**src/rtl/rs_pkg.sv**
```systemverilog
// Shared types and constants for the multiply reservation station.
// Tag 0 marks an operand whose value is already present.
package rs_pkg;

  localparam int unsigned TAG_W  = 4;
  localparam int unsigned DATA_W = 32;

  typedef logic [TAG_W-1:0]  tag_t;
  typedef logic [DATA_W-1:0] data_t;

  localparam tag_t TAG_NONE = '0;

  typedef struct packed {
    logic  valid;
    data_t vj;
    data_t vk;
    tag_t  qj;
    tag_t  qk;
    tag_t  dest;
  } rs_entry_t;

  typedef enum logic [0:0] {StIdle, StBusy} fu_state_e;

  // True when a live CDB broadcast carries the tag this operand is waiting on.
  function automatic logic cdb_hit(input tag_t q, input logic cdb_valid, input tag_t cdb_tag);
    return cdb_valid && (cdb_tag != TAG_NONE) && (q == cdb_tag);
  endfunction

endpackage

```
**src/rtl/rs_mul_if.sv**
```systemverilog
// Dispatch, CDB and multiply-unit signals of the multiply reservation station.
// The issue stage / environment is the master, the reservation station the slave.
interface rs_mul_if
  import rs_pkg::*;
#(
  parameter int unsigned NUM_ENTRY = 4
);
  localparam int unsigned OCC_W = $clog2(NUM_ENTRY + 1);

  logic             dispatch_valid;
  logic             dispatch_ready;
  data_t            dispatch_Vj;
  data_t            dispatch_Vk;
  tag_t             dispatch_Qj;
  tag_t             dispatch_Qk;
  tag_t             dispatch_dest;
  logic             cdb_valid;
  tag_t             cdb_tag;
  data_t            cdb_data;
  logic [8:0]       CDB_result;
  logic             fu_en;
  data_t            fu_a;
  data_t            fu_b;
  tag_t             fu_tag;
  logic [OCC_W-1:0] occupancy;

  modport master (
    output dispatch_valid, dispatch_Vj, dispatch_Vk, dispatch_Qj, dispatch_Qk, dispatch_dest,
    output cdb_valid, cdb_tag, cdb_data, CDB_result,
    input  dispatch_ready, fu_en, fu_a, fu_b, fu_tag, occupancy
  );

  modport slave (
    input  dispatch_valid, dispatch_Vj, dispatch_Vk, dispatch_Qj, dispatch_Qk, dispatch_dest,
    input  cdb_valid, cdb_tag, cdb_data, CDB_result,
    output dispatch_ready, fu_en, fu_a, fu_b, fu_tag, occupancy
  );

endinterface

```
**src/rtl/rs_select.sv**
```systemverilog
// Lowest-index priority picker over a request vector.
module rs_select #(
  parameter int unsigned N     = 4,
  parameter int unsigned IDX_W = $clog2(N)
) (
  input  logic [N-1:0]     req,
  output logic             found,
  output logic [IDX_W-1:0] idx
);

  always_comb begin
    found = 1'b0;
    idx   = '0;
    // Descending scan so the lowest set bit is the last one written.
    for (int i = N - 1; i >= 0; i--) begin
      if (req[i]) begin
        found = 1'b1;
        idx   = IDX_W'(i);
      end
    end
  end

endmodule

```
**src/rtl/rs_mul.sv**
```systemverilog
// Reservation station feeding a single multiply unit: holds ops until both operands
// arrive on the CDB, then issues one at a time while the unit is idle.
module rs_mul
  import rs_pkg::*;
#(
  parameter int unsigned NUM_ENTRY = 4,
  parameter int unsigned FU_INDEX  = 4
) (
  input logic    clk,
  input logic    rst,
  rs_mul_if.slave bus
);

  localparam int unsigned IDX_W = $clog2(NUM_ENTRY);
  localparam int unsigned OCC_W = $clog2(NUM_ENTRY + 1);

  rs_entry_t [NUM_ENTRY-1:0] ent_q, ent_d;
  fu_state_e                 state_q, state_d;
  tag_t                      tag_q, tag_d;

  logic [NUM_ENTRY-1:0] free_vec, ready_vec;
  logic                 free_found, ready_found;
  logic [IDX_W-1:0]     free_idx, ready_idx;
  logic [OCC_W-1:0]     occ;
  logic                 fu_done, issue, accept;
  rs_entry_t            new_ent;

  always_comb begin
    occ = '0;
    for (int i = 0; i < NUM_ENTRY; i++) begin
      free_vec[i]  = !ent_q[i].valid;
      ready_vec[i] = ent_q[i].valid && (ent_q[i].qj == TAG_NONE) && (ent_q[i].qk == TAG_NONE);
      occ          = occ + OCC_W'(ent_q[i].valid);
    end
  end

  rs_select #(
    .N     (NUM_ENTRY),
    .IDX_W (IDX_W)
  ) u_free_sel (
    .req   (free_vec),
    .found (free_found),
    .idx   (free_idx)
  );

  rs_select #(
    .N     (NUM_ENTRY),
    .IDX_W (IDX_W)
  ) u_ready_sel (
    .req   (ready_vec),
    .found (ready_found),
    .idx   (ready_idx)
  );

  assign fu_done = bus.CDB_result[FU_INDEX];
  assign issue   = (state_q == StIdle) && ready_found && !fu_done;
  assign accept  = bus.dispatch_valid && bus.dispatch_ready && free_found;

  assign bus.dispatch_ready = (occ != OCC_W'(NUM_ENTRY));
  assign bus.occupancy      = occ;
  assign bus.fu_en          = issue;
  assign bus.fu_a           = issue ? ent_q[ready_idx].vj : '0;
  assign bus.fu_b           = issue ? ent_q[ready_idx].vk : '0;
  assign bus.fu_tag         = issue ? ent_q[ready_idx].dest : tag_q;

  // Incoming op with same-cycle CDB bypass applied.
  always_comb begin
    new_ent       = '0;
    new_ent.valid = 1'b1;
    new_ent.dest  = bus.dispatch_dest;
    new_ent.vj    = bus.dispatch_Vj;
    new_ent.vk    = bus.dispatch_Vk;
    new_ent.qj    = bus.dispatch_Qj;
    new_ent.qk    = bus.dispatch_Qk;
    if (cdb_hit(bus.dispatch_Qj, bus.cdb_valid, bus.cdb_tag)) begin
      new_ent.vj = bus.cdb_data;
      new_ent.qj = TAG_NONE;
    end
    if (cdb_hit(bus.dispatch_Qk, bus.cdb_valid, bus.cdb_tag)) begin
      new_ent.vk = bus.cdb_data;
      new_ent.qk = TAG_NONE;
    end
  end

  always_comb begin
    ent_d = ent_q;
    for (int i = 0; i < NUM_ENTRY; i++) begin
      if (ent_q[i].valid && cdb_hit(ent_q[i].qj, bus.cdb_valid, bus.cdb_tag)) begin
        ent_d[i].vj = bus.cdb_data;
        ent_d[i].qj = TAG_NONE;
      end
      if (ent_q[i].valid && cdb_hit(ent_q[i].qk, bus.cdb_valid, bus.cdb_tag)) begin
        ent_d[i].vk = bus.cdb_data;
        ent_d[i].qk = TAG_NONE;
      end
    end
    // Issue and dispatch never touch the same slot: one is valid, the other free.
    if (issue) ent_d[ready_idx].valid = 1'b0;
    if (accept) ent_d[free_idx] = new_ent;
  end

  always_comb begin
    state_d = state_q;
    tag_d   = tag_q;
    unique case (state_q)
      StIdle: begin
        if (issue) begin
          state_d = StBusy;
          tag_d   = ent_q[ready_idx].dest;
        end
      end
      StBusy: begin
        if (fu_done) state_d = StIdle;
      end
      default: state_d = StIdle;
    endcase
  end

  always_ff @(posedge clk) begin
    if (rst) begin
      ent_q   <= '0;
      state_q <= StIdle;
      tag_q   <= TAG_NONE;
    end else begin
      ent_q   <= ent_d;
      state_q <= state_d;
      tag_q   <= tag_d;
    end
  end

endmodule

```
**src/flat_wrapper.sv**
```systemverilog
// flat-port wrapper written by rule: the top's interface ports become plain ports
module rs_mul_flat import rs_pkg::*;
#(
  parameter int unsigned NUM_ENTRY = 4,
  parameter int unsigned FU_INDEX  = 4
)
  (clk, rst, bus_dispatch_valid, bus_dispatch_Vj, bus_dispatch_Vk, bus_dispatch_Qj, bus_dispatch_Qk, bus_dispatch_dest, bus_cdb_valid, bus_cdb_tag, bus_cdb_data, bus_CDB_result, bus_dispatch_ready, bus_fu_en, bus_fu_a, bus_fu_b, bus_fu_tag, bus_occupancy);
  rs_mul_if #(.NUM_ENTRY(NUM_ENTRY)) bus_i ();
  input logic clk;
  input logic rst;
  input wire logic [$bits(bus_i.dispatch_valid)-1:0] bus_dispatch_valid;
  input wire logic [$bits(bus_i.dispatch_Vj)-1:0] bus_dispatch_Vj;
  input wire logic [$bits(bus_i.dispatch_Vk)-1:0] bus_dispatch_Vk;
  input wire logic [$bits(bus_i.dispatch_Qj)-1:0] bus_dispatch_Qj;
  input wire logic [$bits(bus_i.dispatch_Qk)-1:0] bus_dispatch_Qk;
  input wire logic [$bits(bus_i.dispatch_dest)-1:0] bus_dispatch_dest;
  input wire logic [$bits(bus_i.cdb_valid)-1:0] bus_cdb_valid;
  input wire logic [$bits(bus_i.cdb_tag)-1:0] bus_cdb_tag;
  input wire logic [$bits(bus_i.cdb_data)-1:0] bus_cdb_data;
  input wire logic [$bits(bus_i.CDB_result)-1:0] bus_CDB_result;
  output wire logic [$bits(bus_i.dispatch_ready)-1:0] bus_dispatch_ready;
  output wire logic [$bits(bus_i.fu_en)-1:0] bus_fu_en;
  output wire logic [$bits(bus_i.fu_a)-1:0] bus_fu_a;
  output wire logic [$bits(bus_i.fu_b)-1:0] bus_fu_b;
  output wire logic [$bits(bus_i.fu_tag)-1:0] bus_fu_tag;
  output wire logic [$bits(bus_i.occupancy)-1:0] bus_occupancy;
  assign bus_i.dispatch_valid = bus_dispatch_valid;
  assign bus_i.dispatch_Vj = bus_dispatch_Vj;
  assign bus_i.dispatch_Vk = bus_dispatch_Vk;
  assign bus_i.dispatch_Qj = bus_dispatch_Qj;
  assign bus_i.dispatch_Qk = bus_dispatch_Qk;
  assign bus_i.dispatch_dest = bus_dispatch_dest;
  assign bus_i.cdb_valid = bus_cdb_valid;
  assign bus_i.cdb_tag = bus_cdb_tag;
  assign bus_i.cdb_data = bus_cdb_data;
  assign bus_i.CDB_result = bus_CDB_result;
  assign bus_dispatch_ready = bus_i.dispatch_ready;
  assign bus_fu_en = bus_i.fu_en;
  assign bus_fu_a = bus_i.fu_a;
  assign bus_fu_b = bus_i.fu_b;
  assign bus_fu_tag = bus_i.fu_tag;
  assign bus_occupancy = bus_i.occupancy;
  rs_mul #(.NUM_ENTRY(NUM_ENTRY), .FU_INDEX(FU_INDEX)) u_core (.clk(clk), .rst(rst), .bus(bus_i));
endmodule
```
**config.mk**
```make
export PLATFORM = sky130hd
export DESIGN_NAME = rs_mul_flat
export DESIGN_NICKNAME = d
export VERILOG_FILES = /design/src/rtl/rs_pkg.sv /design/src/rtl/rs_mul_if.sv /design/src/rtl/rs_select.sv /design/src/rtl/rs_mul.sv /design/src/flat_wrapper.sv
export SDC_FILE = /design/constraint.sdc
export NUM_CORES = 1
export LEC_CHECK = 0
export BUFFER_PORTS_ARGS = -buffer_cell sky130_fd_sc_hd__buf_2
export CORE_ASPECT_RATIO = 1.1
export CORE_UTILIZATION = 30
export DETAILED_ROUTE_END_ITERATION = 8
export PLACE_DENSITY = 0.48
export SLEW_MARGIN = 25
export SYNTH_ARGS = -nofsm -noshare
export SYNTH_HDL_FRONTEND = slang
export SYNTH_SLANG_ARGS = --single-unit
```
**constraint.sdc**
```tcl
create_clock -name clk -period 7.5 [get_ports clk]
set_input_delay 1.5 -clock clk [delete_from_list [all_inputs] [get_ports clk]]
set_output_delay 1.5 -clock clk [all_outputs]
set_load 0.01 [all_outputs]
```
==> metrics.csv <==
stage;metric;value;unit
setup_path;path_buf_inv;2;
die;die-area;0.0584;sq mm
setup_path;r2r_setup_slack;3.35;ns
die;die_h;253;um
yosys;synthTopCellsByArea;dfxtp_1, mux2i_1, a211oi_1, nor3_1, a21oi_1;
global_route;met2_usage;35.6;%
drt;first_iter_violations;1557;
timing;finalCritPeriodShare;73.1;%
yosys;synth_ff_type;dfxtp_1;
setup_path;critPathLaunch;u_core.ent_q[81];
drt;num_vias;16000;
timing;setup_viol;0;
drt;firstDrtPassIters;7;
timing;worstMarginPinSlew;1.08;ns
setup_path;worstPathRequired;6.00;ns
yosys;async_flop_share;0;%
clocking;cts_root_buf;clkbuf_16;
die;die_w;231;um
final_layout;instances_no_fill;2724;
power_and_ir_drop;switching_share;27.6;%
global_route;grt_use_met1;30.7;%
final_layout;area_growth;13.1;%
clocking;cts_resized;0;
die;core_area;0.0565;sq mm
yosys;synth_top_area_share;36.3;%
placed_design;preCtsSetupSlack;2.44;ns
setup_path;cp-start-kind;flip-flop;
timing;slew_headroom;28.2;%
drt;wire_per_inst;24.3;um
setup_path;reg2reg_to;u_core.ent_q[60];
setup_path;crit_family;simple AND/OR/NAND/NOR gates;
clocking;clk_path_buf_depth;3;
drt;ant_nets;0;
job;cap_viol_max_count;0;
placed_design;hpwl;36.9;mm
final_layout;finalCoreUtilization;34.5;%
timing;fin_ws;2.02;ns
power_and_ir_drop;p_int;3.02;mW
status;status;completed;
global_route;grt_pass1_wl;100;mm
yosys;yosys-top-cells-count;dfxtp_1, nor3_1, mux2i_1;
setup_path;worst-setup-path-type;flip-flop to primary output;
die;start_util;30.5;%
timing;fin_hold_ws;0.454;ns
clocking;htree_num_levels;2;
global_route;grt_start_max_net_pins;166;
global_route;use_met3;3.19;%
clocking;clock-sinks;313;
drt;drt-total-wl;66.1;mm
yosys;synth-seq-cells;313;
yosys;yosysUniqueCellTypes;58;
clocking;cts_setup_buffers;0;
timing;finClkSkew;0.0112;ns
setup_path;worstRegToRegCells;9;
power_and_ir_drop;p_total;4.17;mW
timing;grt_setup_unrepaired;false;
yosys;yosysMostFrequentCell;dfxtp_1;
setup_path;worstSetupEndpointType;primary output;
yosys;syn_inst;1927;
placed_design;place_area;0.0182;sq mm
final_layout;drive_above_1_share;15.8;%
timing;hold_violations;0;
setup_path;cp-endpoint;bus_fu_b[2];
power_and_ir_drop;clkPwrFrac;45.3;%
die;placementRows;91;
power_and_ir_drop;p_comb_share;12.1;%
placed_design;place_inst;2652;
global_route;busiest_layer;met2;
setup_path;crit_slowest_cell;nor2_4;
setup_path;cp_cell_sequence;nor4_1 -> nand3_1 -> nor2_4 -> buf_4 -> a222oi_1 -> a21oi_1 -> buf_2;
yosys;avgSynthCellArea;8.95;sq um
yosys;netlist_area;0.0172;sq mm
power_and_ir_drop;peakVddDrop;0.150;mV
global_route;grtUsageTotal;22.2;%
setup_path;crit_cells;7;
setup_path;critical_path_arrival;3.98;ns
yosys;synth_area_leader_cell;dfxtp_1;
setup_path;path_max_fanout;30;
clocking;ctsHoldBuffers;0;
timing;slew_violations;0;
yosys;synth_warnings;0;
die;io_pins;198;
worst_hold_path;worstHoldStart;u_core.ent_q[2];
final_layout;nets;2077;
drt;drc;0;
global_route;grt_overflow_total;0;
setup_path;r2r_start;u_core.ent_q[76];
clocking;tritoncts;done;
timing;min_period;5.48;ns
power_and_ir_drop;p_leak;7.49;nW
yosys;syn_nets;2055;
yosys;synth_edf_count;0;
clocking;numCtsBuffers;39;
timing;max_freq;0.182;GHz
timing;fin_tns_setup;0;ns
drt;vias_per_cell;5.88;
placed_design;place_congestion;0.785;
power_and_ir_drop;p_sw;1.15;mW
global_route;antenna_found_initial;5;
worst_hold_path;hp-class;flip-flop to flip-flop;
yosys;seq_area_frac_synth;36.3;%
placed_design;io_buffer_count;189;
power_and_ir_drop;powerDensity;214;mW/mm^2
final_layout;fin_area;0.0195;sq mm
clocking;worstSkewPairLatency;0.56;ns
setup_path;slowest_delay;0.64;ns
clocking;cts.clk_slew.worst_paths;0.06;ns
global_route;grt_pass1_vias;15900;
power_and_ir_drop;seqPwrFrac;42.6;%
## tightest hold or removal path, delay by kind of cell (launching register included)
kind,cells,cell delay (ns)
DFF,1,0.31
and+or+nand+nor,1,0.05
AOI/OAI and AO/OA,1,0.05
## final cells by class
| type | count | area [sq um] |
|---|---|---|
| clock inverters | 7 | 60.1 |
| fillers | 5847 | 37000 |
| repair buffers | 214 | 1180 |
| clock buffers | 63 | 1200 |
| inverters | 2 | 7.51 |
| well taps | 744 | 931 |
| diodes | 2 | 5.00 |
| multi-input cells | 1379 | 9850 |
| flip-flops and latches | 313 | 6270 |
## per-layer routing
metal  vias to the layer above  wire (um)
met5                         -         34
met4                         6       1420
met3                        92       4060
met2                       583      30300
met1                      7906      30300
li1                       7434          -
## how the worst min path moves through the flow
stage	end	slack, ns	cells past startpoint
after floorplan	u_core.ent_q[1]	0.43	2
after CTS	u_core.ent_q[2]	0.46	2
after global routing	u_core.ent_q[233]	0.47	2
final	u_core.ent_q[2]	0.45	2
after detailed placement	u_core.ent_q[2]	0.45	2
after global placement	u_core.ent_q[1]	0.44	2
## logic make-up (layout without fill, tap and decap cells)
kind of cell               Yosys count  count (layout)  synth area share (%)
AOI/OAI and AO/OA                  548             548                  23.1
and+or+nand+nor                    532             532                  16.2
DFF                                313             313                  36.3
muxes                              256             256                  14.9
buffers and inverters              235             286                  7.13
xor gates and xnor gates            40              40                  2.03
adders and majority gates            3               3                 0.261
other                                0               2                     0
## state kept, by name, indices dropped and copies added (netlist names)
| register | cells |
|---|---|
| u_core.tag_q | 4 |
| u_core.state_q | 1 |
| u_core.ent_q | 308 |
## power by group through the flow
stage	Combinational [mW]	Clock [mW]	Sequential [mW]
floorplan	0.334	0	1.80
global placement	0.493	0	1.81
detailed placement	0.501	0	1.81
CTS	0.503	1.94	1.78
global route	0.549	2.00	1.78
finish	0.504	1.89	1.78
## cell usage in the layout (no fill, tap or decap), types with 3 or more instances in the layout
cell,Yosys,layout
nor2_1,14,11
mux2i_1,256,256
nand2_1,87,87
o221ai_1,3,3
a311oi_1,3,3
a21oi_1,98,98
nand2_4,4,4
a211oi_1,246,246
clkbuf_8,0,9
nand4_1,6,6
o21ai_0,21,21
clkbuf_1,110,13
buf_4,6,21
a222oi_1,44,44
a211oi_2,10,10
nor3_1,264,262
nand4b_1,3,3
a31oi_1,3,3
nor4_4,1,3
nand3_1,50,50
and3_2,4,4
nand3b_1,8,8
dfxtp_1,313,313
a22oi_1,40,40
a21boi_0,4,4
and3_1,61,61
xnor2_1,16,16
nor2_4,2,6
clkbuf_16,0,41
nor4_1,7,7
a21boi_1,60,60
clkinv_2,0,6
buf_2,96,188
xor2_1,24,24
o211ai_1,8,8
Note: power is estimated with default switching activity, not from simulation.
